--- config.mk ---
export PLATFORM = sky130hd
export DESIGN_NAME = tone_synth
export DESIGN_NICKNAME = d
export VERILOG_FILES = /design/src/rtl/tone_pkg.sv /design/src/rtl/tone_synth_pdm.sv /design/src/rtl/tone_synth.sv
export SDC_FILE = /design/constraint.sdc
export NUM_CORES = 1
export LEC_CHECK = 0
export ABC_AREA = 1
export CORE_MARGIN = 5
export CORE_UTILIZATION = 31
export CTS_CLUSTER_DIAMETER = 40
export CTS_CLUSTER_SIZE = 20
export DETAILED_ROUTE_END_ITERATION = 7
export GPL_TIMING_DRIVEN = 0
export PLACE_DENSITY_LB_ADDON = 0.08
export SETUP_SLACK_MARGIN = 0.15
export SKIP_LAST_GASP = 1
export SLEW_MARGIN = 20
export SYNTH_ARGS = -nofsm -noshare
export SYNTH_HDL_FRONTEND = slang
export SYNTH_SLANG_ARGS = --single-unit
--- constraint.sdc ---
create_clock -name clk -period 5.7 [get_ports clk]
set_input_delay 0.57 -clock clk [delete_from_list [all_inputs] [get_ports clk]]
set_output_delay 0.57 -clock clk [all_outputs]
set_load 0.02 [all_outputs]
--- src/rtl/tone_pkg.sv ---
// Shared types and constants for the tone synthesizer.
package tone_pkg;

    localparam int VOL_W      = 4;
    localparam int WAVE_AW    = 8;
    localparam int SAMPLE_W   = 8;
    // Storage width of the step field; the synth uses the low STEP_W bits.
    localparam int STEP_MAX_W = 16;

    typedef struct packed {
        logic [STEP_MAX_W-1:0] step;
        logic [VOL_W-1:0]      vol;
        logic                  on;
    } ch_reg_t;

    // Wavetable contents: a ramp, wave[i] = i.
    function automatic logic [SAMPLE_W-1:0] wave_lookup(input logic [WAVE_AW-1:0] idx);
        return SAMPLE_W'(idx);
    endfunction

    // Volume scaling: (sample * (vol + 1)) >> 4, or zero for a muted channel.
    function automatic logic [SAMPLE_W-1:0] scale_sample(
        input logic [SAMPLE_W-1:0] sample,
        input logic [VOL_W-1:0]    vol,
        input logic                on
    );
        logic [SAMPLE_W+VOL_W-1:0] prod;
        prod = (SAMPLE_W+VOL_W)'(sample) *
               ((SAMPLE_W+VOL_W)'(vol) + (SAMPLE_W+VOL_W)'(1));
        return on ? prod[SAMPLE_W+VOL_W-1:VOL_W] : '0;
    endfunction

endpackage

--- src/rtl/tone_synth_pdm.sv ---
// First-order sigma-delta modulator turning an unsigned sample into a bit stream.
module pdm #(
    parameter int DEPTH = 8
) (
    input  logic             clk,
    input  logic             rst,
    input  logic             en,
    input  logic [DEPTH-1:0] din,
    output logic             dout
);

    logic [DEPTH:0] sd_q, sd_d;

    // Accumulate the input; the carry out is the output bit.
    always_comb begin
        sd_d = sd_q;
        if (en) begin
            sd_d = {1'b0, sd_q[DEPTH-1:0]} + {1'b0, din};
        end
    end

    // Modulator state register.
    always_ff @(posedge clk) begin
        if (rst) begin
            sd_q <= '0;
        end else begin
            sd_q <= sd_d;
        end
    end

    assign dout = sd_q[DEPTH];

endmodule

--- src/rtl/tone_synth.sv ---
// Multi-channel wavetable tone synthesizer with round-robin channel scan,
// three-stage pipeline (address/accumulate, ROM data, mix) and PDM output.
// Optional feature: TONE_SYNTH_UPDOWN_EN adds uptone/downtone buttons that
// nudge channel 0's phase step on their rising edges.
module tone_synth
    import tone_pkg::*;
#(
    parameter int    NCH       = 4,
    parameter int    ACC_W     = 19,
    parameter int    STEP_W    = 8,
    parameter string WAVE_FILE = "wave.mem"
) (
    input  logic                                 clk,
    input  logic                                 rst,
    input  logic                                 en,
    input  logic                                 wr_en,
    input  logic [((NCH > 1) ? $clog2(NCH) : 1)-1:0] wr_ch,
    input  logic [STEP_W-1:0]                    wr_step,
    input  logic [VOL_W-1:0]                     wr_vol,
    input  logic                                 wr_on,
    input  logic                                 wr_phase_clr,
    input  logic                                 uptone,
    input  logic                                 downtone,
    output logic [SAMPLE_W-1:0]                  mix,
    output logic                                 mix_valid,
    output logic                                 pwm
);

    localparam int              CH_W    = (NCH > 1) ? $clog2(NCH) : 1;
    localparam int              LOG_NCH = $clog2(NCH);
    localparam int              MIX_W   = SAMPLE_W + LOG_NCH;
    localparam logic [CH_W-1:0] LAST_CH = CH_W'(NCH - 1);

    // The wavetable is built in-line; the image name is kept for tooling.
    localparam string wave_file_unused = WAVE_FILE;

    logic [CH_W-1:0]     ch_cnt_q, ch_cnt_d;
    logic [ACC_W-1:0]    acc_q [NCH];
    logic [ACC_W-1:0]    acc_d [NCH];
    ch_reg_t             regs_q [NCH];
    ch_reg_t             regs_d [NCH];

    logic                p1_vld_q, p1_vld_d;
    logic [CH_W-1:0]     p1_ch_q, p1_ch_d;
    logic [VOL_W-1:0]    p1_vol_q, p1_vol_d;
    logic                p1_on_q, p1_on_d;
    logic [SAMPLE_W-1:0] rom_q, rom_d;

    logic                p2_vld_q, p2_vld_d;
    logic [CH_W-1:0]     p2_ch_q, p2_ch_d;
    logic [VOL_W-1:0]    p2_vol_q, p2_vol_d;
    logic                p2_on_q, p2_on_d;
    logic [SAMPLE_W-1:0] wave_q, wave_d;

    logic [MIX_W-1:0]    mix_acc_q, mix_acc_d;
    logic [SAMPLE_W-1:0] mix_q, mix_d;
    logic                mix_valid_q, mix_valid_d;

    logic [WAVE_AW-1:0]  rom_addr;
    logic [VOL_W-1:0]    cur_vol;
    logic                cur_on;
    logic [SAMPLE_W-1:0] term;
    logic [MIX_W-1:0]    sum;

`ifdef TONE_SYNTH_UPDOWN_EN
    logic                up_q, up_d, dn_q, dn_d;
    logic                up_rise, dn_rise;
    logic [STEP_W-1:0]   step0;
`else
    logic                btn_unused;
    assign btn_unused = uptone | downtone;
`endif

    // Select the scanned channel's phase (ROM address) and its volume/enable.
    always_comb begin
        rom_addr = '0;
        cur_vol  = '0;
        cur_on   = 1'b0;
        for (int c = 0; c < NCH; c++) begin
            if (ch_cnt_q == CH_W'(c)) begin
                rom_addr = acc_q[c][ACC_W-1 -: WAVE_AW];
                cur_vol  = regs_q[c].vol;
                cur_on   = regs_q[c].on;
            end
        end
    end

    // Scan, accumulate, pipeline advance and frame mixing.
    always_comb begin
        ch_cnt_d    = ch_cnt_q;
        for (int c = 0; c < NCH; c++) acc_d[c] = acc_q[c];
        p1_vld_d    = p1_vld_q;
        p1_ch_d     = p1_ch_q;
        p1_vol_d    = p1_vol_q;
        p1_on_d     = p1_on_q;
        rom_d       = rom_q;
        p2_vld_d    = p2_vld_q;
        p2_ch_d     = p2_ch_q;
        p2_vol_d    = p2_vol_q;
        p2_on_d     = p2_on_q;
        wave_d      = wave_q;
        mix_acc_d   = mix_acc_q;
        mix_d       = mix_q;
        mix_valid_d = 1'b0;
        term        = scale_sample(wave_q, p2_vol_q, p2_on_q);
        sum         = (p2_ch_q == '0) ? MIX_W'(term) : mix_acc_q + MIX_W'(term);

        if (en) begin
            ch_cnt_d = (ch_cnt_q == LAST_CH) ? '0 : ch_cnt_q + 1'b1;
            for (int c = 0; c < NCH; c++) begin
                if (ch_cnt_q == CH_W'(c) && regs_q[c].on) begin
                    acc_d[c] = acc_q[c] + ACC_W'(regs_q[c].step);
                end
            end
            p1_vld_d = 1'b1;
            p1_ch_d  = ch_cnt_q;
            p1_vol_d = cur_vol;
            p1_on_d  = cur_on;
            rom_d    = wave_lookup(rom_addr);
            p2_vld_d = p1_vld_q;
            p2_ch_d  = p1_ch_q;
            p2_vol_d = p1_vol_q;
            p2_on_d  = p1_on_q;
            wave_d   = rom_q;
            if (p2_vld_q) begin
                mix_acc_d = sum;
                if (p2_ch_q == LAST_CH) begin
                    mix_d       = sum[MIX_W-1:LOG_NCH];
                    mix_valid_d = 1'b1;
                end
            end
        end

        // A phase clear lands even when the scan is frozen and beats the accumulate.
        for (int c = 0; c < NCH; c++) begin
            if (wr_en && wr_phase_clr && wr_ch == CH_W'(c)) begin
                acc_d[c] = '0;
            end
        end
    end

`ifdef TONE_SYNTH_UPDOWN_EN
    // Button edge detection.
    always_comb begin
        up_d    = uptone;
        dn_d    = downtone;
        up_rise = uptone & ~up_q;
        dn_rise = downtone & ~dn_q;
        step0   = regs_q[0].step[STEP_W-1:0];
    end
`endif

    // Channel register writes; an explicit write to ch0 beats the buttons.
    always_comb begin
        for (int c = 0; c < NCH; c++) regs_d[c] = regs_q[c];
`ifdef TONE_SYNTH_UPDOWN_EN
        if (up_rise) begin
            regs_d[0].step = STEP_MAX_W'(STEP_W'(step0 + STEP_W'(1)));
        end else if (dn_rise) begin
            regs_d[0].step = STEP_MAX_W'(STEP_W'(step0 - STEP_W'(1)));
        end
`endif
        if (wr_en) begin
            for (int c = 0; c < NCH; c++) begin
                if (wr_ch == CH_W'(c)) begin
                    regs_d[c].step = STEP_MAX_W'(wr_step);
                    regs_d[c].vol  = wr_vol;
                    regs_d[c].on   = wr_on;
                end
            end
        end
    end

    // State registers with synchronous reset.
    always_ff @(posedge clk) begin
        if (rst) begin
            ch_cnt_q <= '0;
            for (int c = 0; c < NCH; c++) begin
                acc_q[c]       <= '0;
                regs_q[c].step <= (c == 0) ? STEP_MAX_W'(8) : '0;
                regs_q[c].vol  <= (c == 0) ? '1 : '0;
                regs_q[c].on   <= (c == 0);
            end
            p1_vld_q    <= 1'b0;
            p1_ch_q     <= '0;
            p1_vol_q    <= '0;
            p1_on_q     <= 1'b0;
            rom_q       <= '0;
            p2_vld_q    <= 1'b0;
            p2_ch_q     <= '0;
            p2_vol_q    <= '0;
            p2_on_q     <= 1'b0;
            wave_q      <= '0;
            mix_acc_q   <= '0;
            mix_q       <= '0;
            mix_valid_q <= 1'b0;
`ifdef TONE_SYNTH_UPDOWN_EN
            up_q        <= 1'b0;
            dn_q        <= 1'b0;
`endif
        end else begin
            ch_cnt_q <= ch_cnt_d;
            for (int c = 0; c < NCH; c++) begin
                acc_q[c]  <= acc_d[c];
                regs_q[c] <= regs_d[c];
            end
            p1_vld_q    <= p1_vld_d;
            p1_ch_q     <= p1_ch_d;
            p1_vol_q    <= p1_vol_d;
            p1_on_q     <= p1_on_d;
            rom_q       <= rom_d;
            p2_vld_q    <= p2_vld_d;
            p2_ch_q     <= p2_ch_d;
            p2_vol_q    <= p2_vol_d;
            p2_on_q     <= p2_on_d;
            wave_q      <= wave_d;
            mix_acc_q   <= mix_acc_d;
            mix_q       <= mix_d;
            mix_valid_q <= mix_valid_d;
`ifdef TONE_SYNTH_UPDOWN_EN
            up_q        <= up_d;
            dn_q        <= dn_d;
`endif
        end
    end

    assign mix       = mix_q;
    assign mix_valid = mix_valid_q;

    pdm #(.DEPTH(8)) u_pdm (
        .clk  (clk),
        .rst  (rst),
        .en   (en),
        .din  (mix_q),
        .dout (pwm)
    );

endmodule
==> results of run 1 <==
-- what timing repair did --
item,4_1_cts,5_1_grt
endpoints found under the setup margin,12,14
cloned,0,0
resized for setup,3,19
endpoints found under the hold margin,0,0
buffers inserted,0,2
-- cells in the final DEF (no fill, tap or decap), drive strengths merged, types with 2 or more instances in the layout --
cell type and n:
nand3 68, a221oi 12, a31oi 10, ha 71
nor2 175, fa 22, o221ai 3, o21ai 124
inv 245, xnor2 10, o211ai 2, and3 2
buf 20, clkinv 4, clkdlybuf4s50 29, a21o 6
o21bai 17, a21oi 144, clkbuf 41, or2 11
edfxtp 34, nand2 268, nor3 16, nand4 17
nand3b 8, xor2 32, o22ai 4, dfxtp 156
-- worst register-to-register path, delay by kind of cell (launching register included) --
family                   cells  cell delay [ns]
adder cells (fa/ha/maj)      6             2.40
AND/OR/NAND/NOR             11             1.47
flip-flops                   1             0.41
buffers and inverters        6             0.34
AO/OA/AOI/OAI                2             0.28
XOR/XNOR                     1             0.20
-- metrics by stage --
step / cells / power [mW] / TNS, ns
2_1_floorplan: 1493 / 1.75 / 0
3_3_place_gp: 1983 / 1.88 / -0.364
3_5_place_dp: 1984 / 1.88 / -0.302
4_1_cts: 2016 / 3.12 / 0
5_1_grt: 2018 / 3.24 / 0
6_report: 2018 / 3.07 / 0
-- flip-flops by register name (all words and copies together) (netlist names) --
name / cells
acc_q: 76
ch_cnt_q: 2
mix: 8
mix_acc_q: 10
mix_valid: 1
p1_ch_q: 2
p1_on_q: 1
p1_vld_q: 1
p1_vol_q: 4
p2_ch_q: 2
p2_on_q: 1
p2_vld_q: 1
p2_vol_q: 4
regs_q: 52
rom_q: 8
u_pdm.sd_q: 9
wave_q: 8
-- layout make-up --
cell class	instances	area, µm²	area share [%]
Multi-Input combinational cell	1027	5980	47.2
Sequential cell	190	4150	32.8
Inverter	238	893	7.05
Tap cell	461	577	4.55
Clock buffer	20	478	3.77
Timing Repair Buffer	32	317	2.50
Buffer	38	161	1.27
Clock inverter	12	114	0.898
-- report_power, final --
part	internal (mW)	leakage, nW	switching (mW)
registers	1.43	1.61	0.0389
clock network	0.627	0.291	0.589
logic	0.133	3.81	0.249
total	2.19	5.70	0.877
-- cells by family after synthesis --
group | after synthesis
and+or+nand+nor | 568
AOI/OAI and AO/OA | 324
buffers and inverters | 276
DFF | 190
adders and majority gates | 93
xor gates and xnor gates | 42
-- synth_stat cells (all sizes together), types with 11 or more instances --
| master | number |
|---|---|
| nand4 | 17 |
| a221oi | 12 |
| inv | 237 |
| nor3 | 16 |
| edfxtp | 34 |
| o21bai | 17 |
| ha | 71 |
| a21oi | 144 |
| nand2 | 268 |
| buf | 17 |
| fa | 22 |
| or2 | 11 |
| xor2 | 32 |
| clkbuf | 21 |
| dfxtp | 156 |
| nand3 | 68 |
| o21ai | 124 |
| nor2 | 175 |
-- worst paths after layout --
| check | cells after the start | startpoint | endpoint |
|---|---|---|---|
| setup / recovery | 26 | p2_vol_q[0] | mix[3] |
| hold / removal | 2 | acc_q[2][18] | acc_q[2][18] |
| setup reg to reg | 26 | p2_vol_q[0] | mix[3] |
| hold reg to reg | 2 | acc_q[2][18] | acc_q[2][18] |
-- metal layers --
layer | wire length (µm) | GRT usage [%] | vias to the layer above
li1 | - | - | 4979
met1 | 16000 | 23.1 | 4334
met2 | 12900 | 23.9 | 81
met3 | 624 | 2.48 | 18
met4 | 261 | 2.89 | 0
met5 | 0 | 0 | -
==> flow_results.org, run 1 <==
** Timing
- Slew of the pin with the lowest slew margin :: slightly above 1 ns
- Final-report max-slew violation count :: 0
- Worst clock skew :: between 0.02 and 0.025 ns
- The worst pin sits at a relative slew slack of between 30% and 40%.
- Setup repair after global routing left no endpoint under its margin.
- Count of endpoints failing hold in the final timing report :: 0
- Final setup violation count :: 0
- Fin crit share :: about nine tenths
- Hold timing on the final database bottoms out at a slack of 0.465 ns.
- F_max :: 0.193 GHz
- Fin crit period :: around 5.2 ns
- Setup slack closes at between 0.5 and 0.6 ns.

** Clocking
- The clock passes through at most 2 buffers.
- Clock tree from TritonCTS :: done
- Clock transition at the registers of the reported paths :: 0.08 ns
- Skew-Pair Late Insertion Delay :: 0.45 ns
- In this run, CTS created clock tree buffers numbering 17.
- Buffers inserted to repair hold after CTS numbered 0.
- CTS Root Buffer Type :: clkbuf_16
- CTS built an H-tree with a depth of 4.
- Count of clock tree sinks :: 190

** Setup path
- The kind of cell with the highest combined delay along the critical path is adder cells.
- In this design, the stage delay of the slowest critical-path cell is ~0.54 ns.
- The number of buffers and inverters on the critical path is 6.
- The slowest stage of the critical path is the fa_1 cell.
- Worst reg-to-reg setup slack :: 0.52 ns
- STA classifies the critical path endpoint as a flop.
- Required time at the worst-slack endpoint :: between 6 and 7 ns
- STA classifies the critical path startpoint as a flop.
- Data arrival time of the critical path :: 5.54 ns
- Most frequent cell on the critical path :: nand2_1
- Worst Path Class, Setup :: reg -> reg
- Along the worst path, the maximum fanout reaches 7.

** Floorplan
- After floorplanning, the core was divided into 69 placement rows.
- The die covers 0.0397 mm².
- Number of primary I/O pins :: 32
- Die span in y :: approximately 200 µm
- Effective utilization at floorplan :: 31.3%
- Die Span X :: ~200 µm
- After floorplanning, the core was sized to cover approximately 0.035 mm².

** Synthesis
- Of the total synthesized cell area, the portion taken by full adders, half adders and majority gates is 12.0%.
- Xor/xnor share of the synthesized area :: ~3.3%
- Counting every instance in the synthesized netlist gives approximately 1500.
- Complex-gate fraction of the synthesized area :: between 10% and 20%
- Summing the areas of all and, or, nand and nor instances in the mapped netlist gives around 22% of the synthesized area.
- Post-synthesis async set-or-reset flop share :: 0%
- In the post-synthesis netlist, the biggest area contributors are dfxtp_1, edfxtp_1, nand2_1.
- Multiplexer cells account for 0% of the synthesized area.
- Yosys top cell area share :: 28.1%
- Synth Cell Area :: between 0.01 and 0.015 mm²
- In the synthesized netlist the dominant register cell turns out to be dfxtp_1.
- Mean instance size in the synthesized netlist :: around 7.4 µm²
- In this run, synthesis inferred 34 flip-flops with an integrated enable.
- In this run, synthesis produced a sequential element count of 190.
- Synth area leader :: dfxtp_1
- During synthesis, Yosys emitted a total of 0 warnings.
- Number of distinct library cell variants in the gate-level netlist after synthesis :: 48
- Of the synthesized area, sequential elements account for approximately 37%.
- Post-Syn Nets :: around 1600
- Dominant combinational cell family by area after synthesis :: simple AND/OR/NAND/NOR gates

** Routing
- Detailed-route vias per instance :: ~4.7
- WL/cell :: ~15 µm
- For this run, design rule violations remaining after detail routing come to 0.
- Summed over all layers, the routed wires come to 29800 µm.
- The first routing iteration left 469 violations.
- The detail route stage leaves a number of antenna-violating nets equal to 0.
- For this run, the detailed router's first-pass iteration total came to 5.
- The detailed router placed between 9000 and 10000 vias in this run.

** Place
- Input and output buffers added on the ports amount to 29.
- Detail Placement HPWL :: 23400 µm
- Prior to clock tree synthesis, the placed netlist has a worst setup slack of -0.0970 ns.
- Routability-driven placement finished with a final weighted congestion of around 0.81.
- Instance area after placement :: ~0.012 mm²

** Layout
- Share of post-route cells with drive strength above 1 :: under 10%
- The layout has 3829 filler cells.
- The repair_antennas step left the layout with diodes totalling 0.
- Measured on the finished design, the core utilization comes to a little over a third.
- Count of nets after finishing :: ~1700
- Area growth, synth to finish :: 14.0%
- Fin area :: 0.0127 mm²

** Flow run
- Max-cap violations in this run came to 0.

** Pwr
- Summed over all cells, the static leakage comes to 5.70 nW.
- Cell Pwr Density :: 242 mW/mm²
- Max rail drop VDD :: roughly 0.23 mV

** GRT
- The number of antenna violations at the first check in global routing was 0.
- The number of global-route vias before repair came to between 9000 and 10000.
- Global routing used between 15 and 20% of the available tracks across all layers.
- GRT Residual Overflow :: 0
- Largest net degree at the start of global routing :: 19
- First-pass GRT wire length :: around 49000 µm

** Status
- Result of the run :: finished, final reports clean

** Hold path
- In this run the worst hold path is classified as reg -> reg.
(Power assumes the default switching activity.)
==> run 2: changes to the inputs <==
--- a/config.mk
+++ b/config.mk
@@ -8,7 +8,6 @@
 export ABC_AREA = 1
 export CORE_MARGIN = 5
 export CORE_UTILIZATION = 31
-export CTS_CLUSTER_DIAMETER = 40
 export CTS_CLUSTER_SIZE = 20
 export DETAILED_ROUTE_END_ITERATION = 7
 export GPL_TIMING_DRIVEN = 0
==> results of run 2 <==
Final layout, timing and power as in run 1 (identical DEF).
